## config.mk

```make
export PLATFORM = sky130hd
export DESIGN_NAME = irq_ctrl
export DESIGN_NICKNAME = d
export VERILOG_FILES = /design/src/rtl/irq_pkg.sv /design/src/rtl/irq_prio_enc.sv /design/src/rtl/irq_ctrl.sv
export SDC_FILE = /design/constraint.sdc
export NUM_CORES = 1
export LEC_CHECK = 0
export CAP_MARGIN = 20
export CELL_PAD_IN_SITES_DETAIL_PLACEMENT = 0
export CELL_PAD_IN_SITES_GLOBAL_PLACEMENT = 1
export CORE_UTILIZATION = 26
export CTS_CLUSTER_DIAMETER = 80
export DETAILED_ROUTE_END_ITERATION = 8
export PLACE_DENSITY_LB_ADDON = 0.12
export SLEW_MARGIN = 15
export SYNTH_ARGS = -nofsm -noshare
export SYNTH_HDL_FRONTEND = slang
export SYNTH_HIERARCHICAL = 1
export SYNTH_SLANG_ARGS = --single-unit
```

## constraint.sdc

```tcl
create_clock -name clk -period 3.8 [get_ports clk]
set_input_delay 0.57 -clock clk [delete_from_list [all_inputs] [get_ports clk]]
set_output_delay 0.57 -clock clk [all_outputs]
set_load 0.02 [all_outputs]
```

## src/rtl/irq_pkg.sv

```systemverilog
// Shared defaults and FSM state type for the interrupt controller.
// Pure declarations: no logic, no latency, no flow control.
package irq_pkg;

    localparam int          NUM_SRC_DEF    = 4;
    localparam logic [31:0] ISR_BASE_DEF   = 32'h0000_0100;
    localparam logic [31:0] ISR_STRIDE_DEF = 32'h0000_0010;

    typedef enum logic {
        IRQ_IDLE,
        IRQ_ACTIVE
    } irq_state_t;

endpackage

```

## src/rtl/irq_prio_enc.sv

```systemverilog
// Lowest-index-wins priority encoder over a request vector.
// Latency: purely combinational. Backpressure: none, because the requests are level inputs.
module irq_prio_enc #(
    parameter int N  = 4,
    parameter int IW = (N > 1) ? $clog2(N) : 1
) (
    input  logic [N-1:0]  req,
    output logic          valid,
    output logic [IW-1:0] idx
);

    // Scan from the top down so the lowest set bit is the last assignment.
    always_comb begin
        valid = 1'b0;
        idx   = '0;
        for (int i = N - 1; i >= 0; i--) begin
            if (req[i]) begin
                valid = 1'b1;
                idx   = IW'(i);
            end
        end
    end

endmodule

```

## src/rtl/irq_ctrl.sv

```systemverilog
// Edge-triggered interrupt controller: pending latch, mask, single-level ISR context, EPC capture.
// Latency: a source edge reaches irq 1 cycle later, and entry/resume take effect at the sampling edge. Backpressure: none; entry is ignored unless irq is high and the controller is idle.
module irq_ctrl
    import irq_pkg::*;
#(
    parameter int          NUM_SRC    = NUM_SRC_DEF,
    parameter logic [31:0] ISR_BASE   = ISR_BASE_DEF,
    parameter logic [31:0] ISR_STRIDE = ISR_STRIDE_DEF,
    localparam int         IW         = (NUM_SRC > 1) ? $clog2(NUM_SRC) : 1
) (
    input  logic               clk,
    input  logic               rst,
    input  logic [NUM_SRC-1:0] irq_src,
    input  logic [NUM_SRC-1:0] irq_mask,
    input  logic               irq_entry,
    input  logic               irq_resume,
    input  logic [31:0]        pc_ret,
    output logic               irq,
    output logic               irq_active,
    output logic [IW-1:0]      irq_id,
    output logic [31:0]        isr_vector,
    output logic [31:0]        epc,
    output logic [NUM_SRC-1:0] pending
);

    logic [NUM_SRC-1:0] src_q;
    logic [NUM_SRC-1:0] src_edge;
    logic [NUM_SRC-1:0] enabled;
    logic [NUM_SRC-1:0] clr;
    logic [NUM_SRC-1:0] pending_d;
    logic               win_vld;
    logic [IW-1:0]      win_idx;
    logic               take;
    irq_state_t         state, state_d;

    assign src_edge = irq_src & ~src_q;
    assign enabled  = pending & irq_mask;
    assign irq      = |enabled;

    irq_prio_enc #(
        .N  (NUM_SRC),
        .IW (IW)
    ) u_prio (
        .req   (enabled),
        .valid (win_vld),
        .idx   (win_idx)
    );

    always_comb begin
        state_d = state;
        take    = 1'b0;
        case (state)
            IRQ_IDLE: begin
                if (irq_entry && win_vld) begin
                    state_d = IRQ_ACTIVE;
                    take    = 1'b1;
                end
            end
            IRQ_ACTIVE: begin
                if (irq_resume) begin
                    state_d = IRQ_IDLE;
                end
            end
            default: state_d = IRQ_IDLE;
        endcase
    end

    // The edge term is ORed in after the clear, so a new edge on the serviced source stays pending.
    always_comb begin
        clr = '0;
        for (int i = 0; i < NUM_SRC; i++) begin
            clr[i] = take && (win_idx == IW'(i));
        end
        pending_d = (pending & ~clr) | src_edge;
    end

    always_ff @(posedge clk) begin
        src_q <= irq_src;
        if (rst) begin
            pending <= '0;
            state   <= IRQ_IDLE;
            irq_id  <= '0;
            epc     <= '0;
        end else begin
            pending <= pending_d;
            state   <= state_d;
            if (take) begin
                epc    <= pc_ret;
                irq_id <= win_idx;
            end
        end
    end

    assign irq_active = (state == IRQ_ACTIVE);
    assign isr_vector = ISR_BASE + 32'(irq_id) * ISR_STRIDE;

endmodule

```

# Yosys cells after proc, flatten, opt, wreduce, memory -nomap -nowiden

Cells that the tools add are included.
W data, S select, Z words.

Magnitude comparators: 0
Mux-type cells: 12
Add/sub/neg operators: 1
Equal/unequal tests: 3
Shift operators: 0
$mul: 0
Bitwise logic cells: 7
Div/mod/pow operators: 0
Reductions and logical operators: 7

Operator list:

| operator               | number |
|---|---|
| $and A4 B4 Y4          | 3 |
| $add A9 B6 Y10 const A | 1 |
| $mux W2                | 4 |
| $not A4 Y4             | 2 |
| $mux W1                | 7 |
| $logic_and A1 B1 Y1    | 5 |
| $eq A2 B2 Y1 const B   | 2 |
| $or A4 B4 Y4           | 1 |
| $reduce_or A4 Y1       | 1 |
| $eq A2 B1 Y1 const B   | 1 |
| $logic_not A2 Y1       | 1 |
| $pmux W1 S2            | 1 |
| $not A1 Y1             | 1 |

Word-level logic and storage cells: 35
Bits of input ports: 44
Bits in registers: 43
Output and inout bits: 72
Bits in writable memories: 0
Memories kept: 0
Latch bits: 0
Memory bits (read-only): 0

# Logic depth before layout (Yosys ltp)

Gate-level depths: netlist (run 1).

Word-level depth: 12
Gate-level depth with buffers: 8
Depth with buffers taken out: 6

# By module

Netlist (run 1), hierarchy kept.

Modules (own cells, without submodules):

| module       | cells an instance | instances | area an instance (um^2) | sequential area each (um^2) |
|---|---|---|---|---|
| irq_ctrl     | 215               | 1         | 1760.4                  | 860.8 |
| irq_prio_enc | 7                 | 1         | 35.0                    | 0.0 |

# Worst setup path after synthesis (run 1)

No wires, ideal clock.

Path kind: input-to-output
Start point: in irq_mask[2]
End point: out irq
Arrival time: 1.353 ns
Buffers on the path: 0
Setup slack: 1.877 ns
Data required time: 3.230 ns
Cell stages on the path: 2
Cells stage by stage: and2_1 > or4_1

Longest elaborated chain between the ends: 2

Ends and longest elaborated chain:

| what             | line           | source |
|---|---|---|
| from (decl)      | irq_ctrl.sv:14 | `input logic [NUM_SRC-1:0] irq_mask,` |
| $and A4 B4 Y4    | irq_ctrl.sv:37 | `assign enabled = pending & irq_mask;` |
| $reduce_or A4 Y1 | irq_ctrl.sv:38 | `assign irq = \|enabled;` |
| to (decl)        | irq_ctrl.sv:18 | `output logic irq,` |

Every way passes these cells.

# Final worst setup path (run 1)

Start point: in irq_mask[2]
End point: out irq

Longest elaborated chain between the ends: 2

Ends and longest elaborated chain:

| what                 | line           | source |
|---|---|---|
| $and A4 B4 Y4        | irq_ctrl.sv:37 |  |
| named net enabled[2] | irq_ctrl.sv:28 | `logic [NUM_SRC-1:0] enabled;` |
| $reduce_or A4 Y1     | irq_ctrl.sv:38 |  |

The timed path passes the listed nets, and every way through them passes these cells.

==> flow_summary.yaml, run 1 <==
timing:
  tightest_slew_ps: 670.4
  setup_viol: 0
  finalCriticalPeriod_ps: 2785
  rsz0062_at_grt: "no"
  maxSlewViolCount: 0
  fmax_mhz: 359.1
  period_share: 0.7329
  timing.hold.ws_ps: 455.4
  finalClockSkew_ps: 5.348
  relSlewSlack: 0.5517
  tns_ps: 0
  finalHoldViolCount: 0
critical_path:
  arrival_ps: 2210
  required_ps: 3230
  cp-start-kind: "input port"
  cp-end-kind: "primary output"
  crit_chain: "clkdlybuf4s50_1 > and2_1 > or4_1 > clkdlybuf4s50_1"
  path_delay_family: "buffers and inverters"
  crit_path_start: "irq_mask[2]"
  critPathMaxFanout: 3
  critPathMaxStageDelay_ps: 550
  path_common_cell: "clkdlybuf4s50_1"
  timing.rr.start: "pending[3]"
  critPathSlowestCell: "clkdlybuf4s50_1"
  cp_num_buf_inv: 2
  critical_path_class: "input port to primary output"
logic_synthesis:
  yosysSeqAreaShare: 0.4794
  synth_seq_cells: 43
  synth_area_mm2: 0.001795
  ys_types: 19
  syn_avg_cell_area_um2: 8.088
  synth_top_area_cell: "dfxtp_1"
  synthTopCellsByCount: "68 x nand2_1, 43 x dfxtp_1, 38 x a21oi_1"
  yosys_most_used_dff: "dfxtp_1"
  post-synth-top-count-cell: "nand2_1"
  synth-edff-count: 0
  synth_cells: 222
  yosys_warnings: 6
  synthArstFlopShare: 0
  post-synth-top-area-fraction: 0.4794
  synth.area.top_cells: "dfxtp_1 48%, buf_4 15%, nand2_1 14%, a21oi_1 11%, nand2b_1 2.4%"
grt:
  grt_usage: 0.1228
  grt_start_max_net_pins: 40
  grt_pass1_wl_mm: 6.927
  antenna_found_initial: 0
  grt_pass1_vias: 1402
  grt_overflow: 0
job:
  maxCapViolCount: 0
pwr:
  power_frac_clock: 0.305
  combPwrFrac: 0.221
  netSwitchingFraction: 0.2761
  p_per_area_mw_per_mm2: 389.3
  ir_worst_vdd_mv: 0.1413
  leakage_nw: 0.9945
  power.switching_mw: 0.2846
  internal_power_mw: 0.7462
  p_seq_frac: 0.474
drt:
  routed_via_density: 4.013
  first_pass_iters: 4
  drc: 0
  vias: 1521
  avgRoutedWirePerCell_um: 11.65
  antenna_left: 0
  routed_wl_mm: 4.415
  drtIter0Drc: 33
placement:
  dpl.hpwl_mm: 2.928
  dp_cells: 371
  gp_congestion: 0.6441
  port_buffers: 85
clock_network:
  cts_resized: 0
  post-cts-setup-buffer-count: 0
  cts.sinks: 43
  htree_levels: 2
  insertion_delay_ps: 290
  clockBufferDepth: 2
  clkSlewWorstSetupHoldPaths_ps: 80
  cts_buffers: 5
  cts-root-buf: "clkbuf_8"
  cts_tree: "yes"
  cts_hold_buf: 0
floorplanning:
  fp.dieH_um: 85.10
  die-width_um: 85.10
  start_util: 0.2764
  dieArea_mm2: 0.007242
  ios: 116
  core_area_mm2: 0.006495
  rows: 29
run_status:
  status: "complete, no violations"
cells_and_area:
  final_cells: 379
  fillers: 709
  drive_gt1_frac: 0.03642
  layout.nets: 345
  antennaDiodeCount: 0
  area_growth_pct: 47.46
min_path:
  min_path_type: "register to register"
  worstHoldStart: "epc[23]"
==> per-stage QoR <==
step                  util  power [mW]  setup slack, ps  area, µm²
floorplan                -      0.6484             1877       1901
global placement    0.3922      0.7299             1003       2547
detailed placement  0.3922      0.7300             1003       2547
finish              0.4076       1.031             1015       2648
CTS                 0.4076       1.055             1003       2648
global route        0.4076       1.093            960.0       2648
==> worst min-delay path, stage by stage, from the launching register on <==
cell and delay, ps:
dfxtp_1 310, nand2_1 50, a21oi_1 50
==> flip-flops by register name, indices dropped and copies added, names as in the netlist <==
name        cells
src_q           4
epc            32
irq_id          2
pending         4
irq_active      1
==> cells by family after synthesis <==
group / Yosys count / synth area share
other: 2 / 0.004183
and+or+nand+nor: 88 / 0.2077
AOI/OAI and AO/OA: 43 / 0.1247
DFF: 43 / 0.4794
buffers and inverters: 46 / 0.1840
==> power by group through the flow <==
stage          logic (mW)  clock network (mW)  registers [mW]
3_5_place_dp        0.230                   0           0.500
2_1_floorplan       0.120                   0           0.528
6_report            0.228               0.314           0.489
3_3_place_gp        0.231                   0           0.499
5_1_grt             0.247               0.353           0.493
4_1_cts             0.231               0.334           0.489
==> area by class of cell <==
type | instances | area [µm²] | area share
multi-input combinational | 161 | 709.4 | 0.2680
inverter | 2 | 7.507 | 0.002836
timing repair buffer | 88 | 873.3 | 0.3299
clock buffer | 8 | 100.1 | 0.03781
sequential | 43 | 860.8 | 0.3251
tap | 77 | 96.34 | 0.03639
==> layer usage <==
metal  vias to the layer above  GRT usage  share of wire
met5                         -          0              0
met4                         0    0.04622          0.011
met3                         5    0.03696          0.076
met2                        64     0.1884           0.43
met1                       653     0.1626           0.48
li1                        799          -              -
==> worst paths after layout <==
check,slack [ps],cells past startpoint,end
hold reg to reg,460,2,epc[23]
setup / recovery,1020,4,irq
setup reg to reg,1870,7,epc[24]
hold / removal,460,2,epc[23]
==> layout by cell type (no fill, tap or decap) <==
cell type | synthesis | routed
clkdlybuf4s50_1 | 0 | 85
nand2_1 | 68 | 68
dfxtp_1 | 43 | 43
a21oi_1 | 38 | 38
conb_1 | 2 | 30
nand2b_1 | 7 | 7
clkbuf_8 | 0 | 7
and2_1 | 4 | 4
nor2_1 | 4 | 4
buf_4 | 35 | 3
inv_1 | 2 | 2
o31ai_1 | 2 | 2
o21ai_0 | 2 | 2
nor3_1 | 2 | 2
or4_1 | 1 | 1
and3b_1 | 1 | 1
nand3b_1 | 1 | 1
clkbuf_1 | 3 | 1
a21oi_2 | 1 | 1
(Power assumes the default switching activity.)
==> run 2, diff against run 1 <==
Settings changed: CORE_UTILIZATION 26 to 24.
Clock period 3.8 ns to 2.9 ns, I/O delays scaled along.
==> flow_summary.yaml, run 2 (same netlist as run 1, synthesis figures left out) <==
critical_path:
  cp-start-kind: "input port"
  arrival_ps: 2080
  cp-end-kind: "primary output"
  required_ps: 2470
  critical_path_class: "input port to primary output"
  critPathMaxFanout: 3
  rrSetupSlack_ps: 1440
timing:
  fmax_mhz: 397.3
  finalClockSkew_ps: 7.564
  finalHoldViolCount: 0
  tns_ps: 0
  finalCriticalPeriod_ps: 2517
  maxSlewViolCount: 0
  period_share: 0.8679
  rsz0062_at_grt: "no"
  setup_viol: 0
drt:
  routed_via_density: 3.928
  antenna_left: 0
  routed_wl_mm: 4.376
  drc: 0
  first_pass_iters: 4
  avgRoutedWirePerCell_um: 10.83
  drtIter0Drc: 44
  vias: 1587
pwr:
  power_mw: 1.314
  power_frac_clock: 0.283
  internal_power_mw: 0.9340
  power.switching_mw: 0.3798
  combPwrFrac: 0.230
  leakage_nw: 1.000
  p_per_area_mw_per_mm2: 490.4
  ir_worst_vdd_mv: 0.1538
  netSwitchingFraction: 0.2891
  p_seq_frac: 0.487
clock_network:
  cts.sinks: 43
  clockBufferDepth: 2
  cts-root-buf: "clkbuf_8"
  cts_tree: "yes"
  htree_levels: 2
  cts_resized: 0
  post-cts-setup-buffer-count: 0
  cts_hold_buf: 0
  insertion_delay_ps: 290
  clkSlewWorstSetupHoldPaths_ps: 80
  cts_buffers: 5
cells_and_area:
  multi_input_area_um2: 709.4
  final_common_cell: "clkdlybuf4s50_1"
  largest_reg_flops: 32
  layout.nets: 348
  largestRegisters: "epc: 32 flops, pending: 4 flops, src_q: 4 flops"
  final_cell_mix: "85 x clkdlybuf4s50_1, 68 x nand2_1, 43 x dfxtp_1"
  largest-register: "epc"
  fillers: 789
  antennaDiodeCount: 0
  area_growth_pct: 49.20
  drive_gt1_frac: 0.04262
  seq_area_um2: 860.8
run_status:
  status: "complete, no violations"
grt:
  grt_start_max_net_pins: 40
  grt_pass1_vias: 1345
  grt_usage: 0.1141
  grt_overflow: 0
  grt_pass1_wl_mm: 6.665
  antenna_found_initial: 0
placement:
  gp_congestion: 0.6539
  port_buffers: 85
  dpl.hpwl_mm: 2.955
floorplanning:
  core_area_mm2: 0.007253
  dieArea_mm2: 0.007831
  rows: 31
  ios: 116
  start_util: 0.2475
  fp.dieH_um: 88.50
  die-width_um: 88.50
job:
  maxCapViolCount: 0
min_path:
  min_path_type: "register to register"
[run 2: cell count changes in the layout (fill, tap and decap cells not counted), sizes merged]
cell	delta
buf	+3
clkinv	+1
clkbuf	-1
[run 2: cell type report]
class | instances | area share
sequential | 43 | 0.3213
timing repair buffer | 91 | 0.3344
tap | 99 | 0.04624
clock inverter | 1 | 0.001868
clock buffer | 7 | 0.02849
inverter | 2 | 0.002802
multi-input combinational | 161 | 0.2648
[run 2: per-layer routing]
metal,part of all wire,wire length (µm),track usage
met3,0.060,262,0.03265
met5,0,0,0
met4,0.016,68,0.04399
met1,0.45,1960,0.1413
met2,0.48,2085,0.1874
[run 2: worst max-delay path, stage by stage]
cell and delay (ps):
clkdlybuf4s50_1 390, and2_1 180, or4_1 530, clkdlybuf4s50_1 550
[run 2: power groups by stage]
stage | combinational [mW] | sequential [mW] | clock [mW]
2_1_floorplan | 0.158 | 0.692 | 0
3_3_place_gp | 0.308 | 0.654 | 0
3_5_place_dp | 0.308 | 0.655 | 0
4_1_cts | 0.309 | 0.641 | 0.399
5_1_grt | 0.331 | 0.646 | 0.416
6_report | 0.302 | 0.640 | 0.371
[run 2: per-stage QoR]
step                      cell area (µm²)  hold WS [ps]  worst slack (ps)  cells    util
after floorplan                      1901         462.5              1247    250       -
after global placement               2597         442.9             369.7    396  0.3581
after detailed placement             2597         447.6             368.7    396  0.3581
after CTS                            2679         459.8             368.7    404  0.3693
after global routing                 2679         472.6             323.5    404  0.3693
final                                2679         455.4             383.0    404  0.3693
[run 2: worst paths after layout]
check        cells past startpoint         from       to
max                              4  irq_mask[2]      irq
min                              2       epc[8]   epc[8]
max reg2reg                      7   pending[3]  epc[19]
min reg2reg                      2       epc[8]   epc[8]
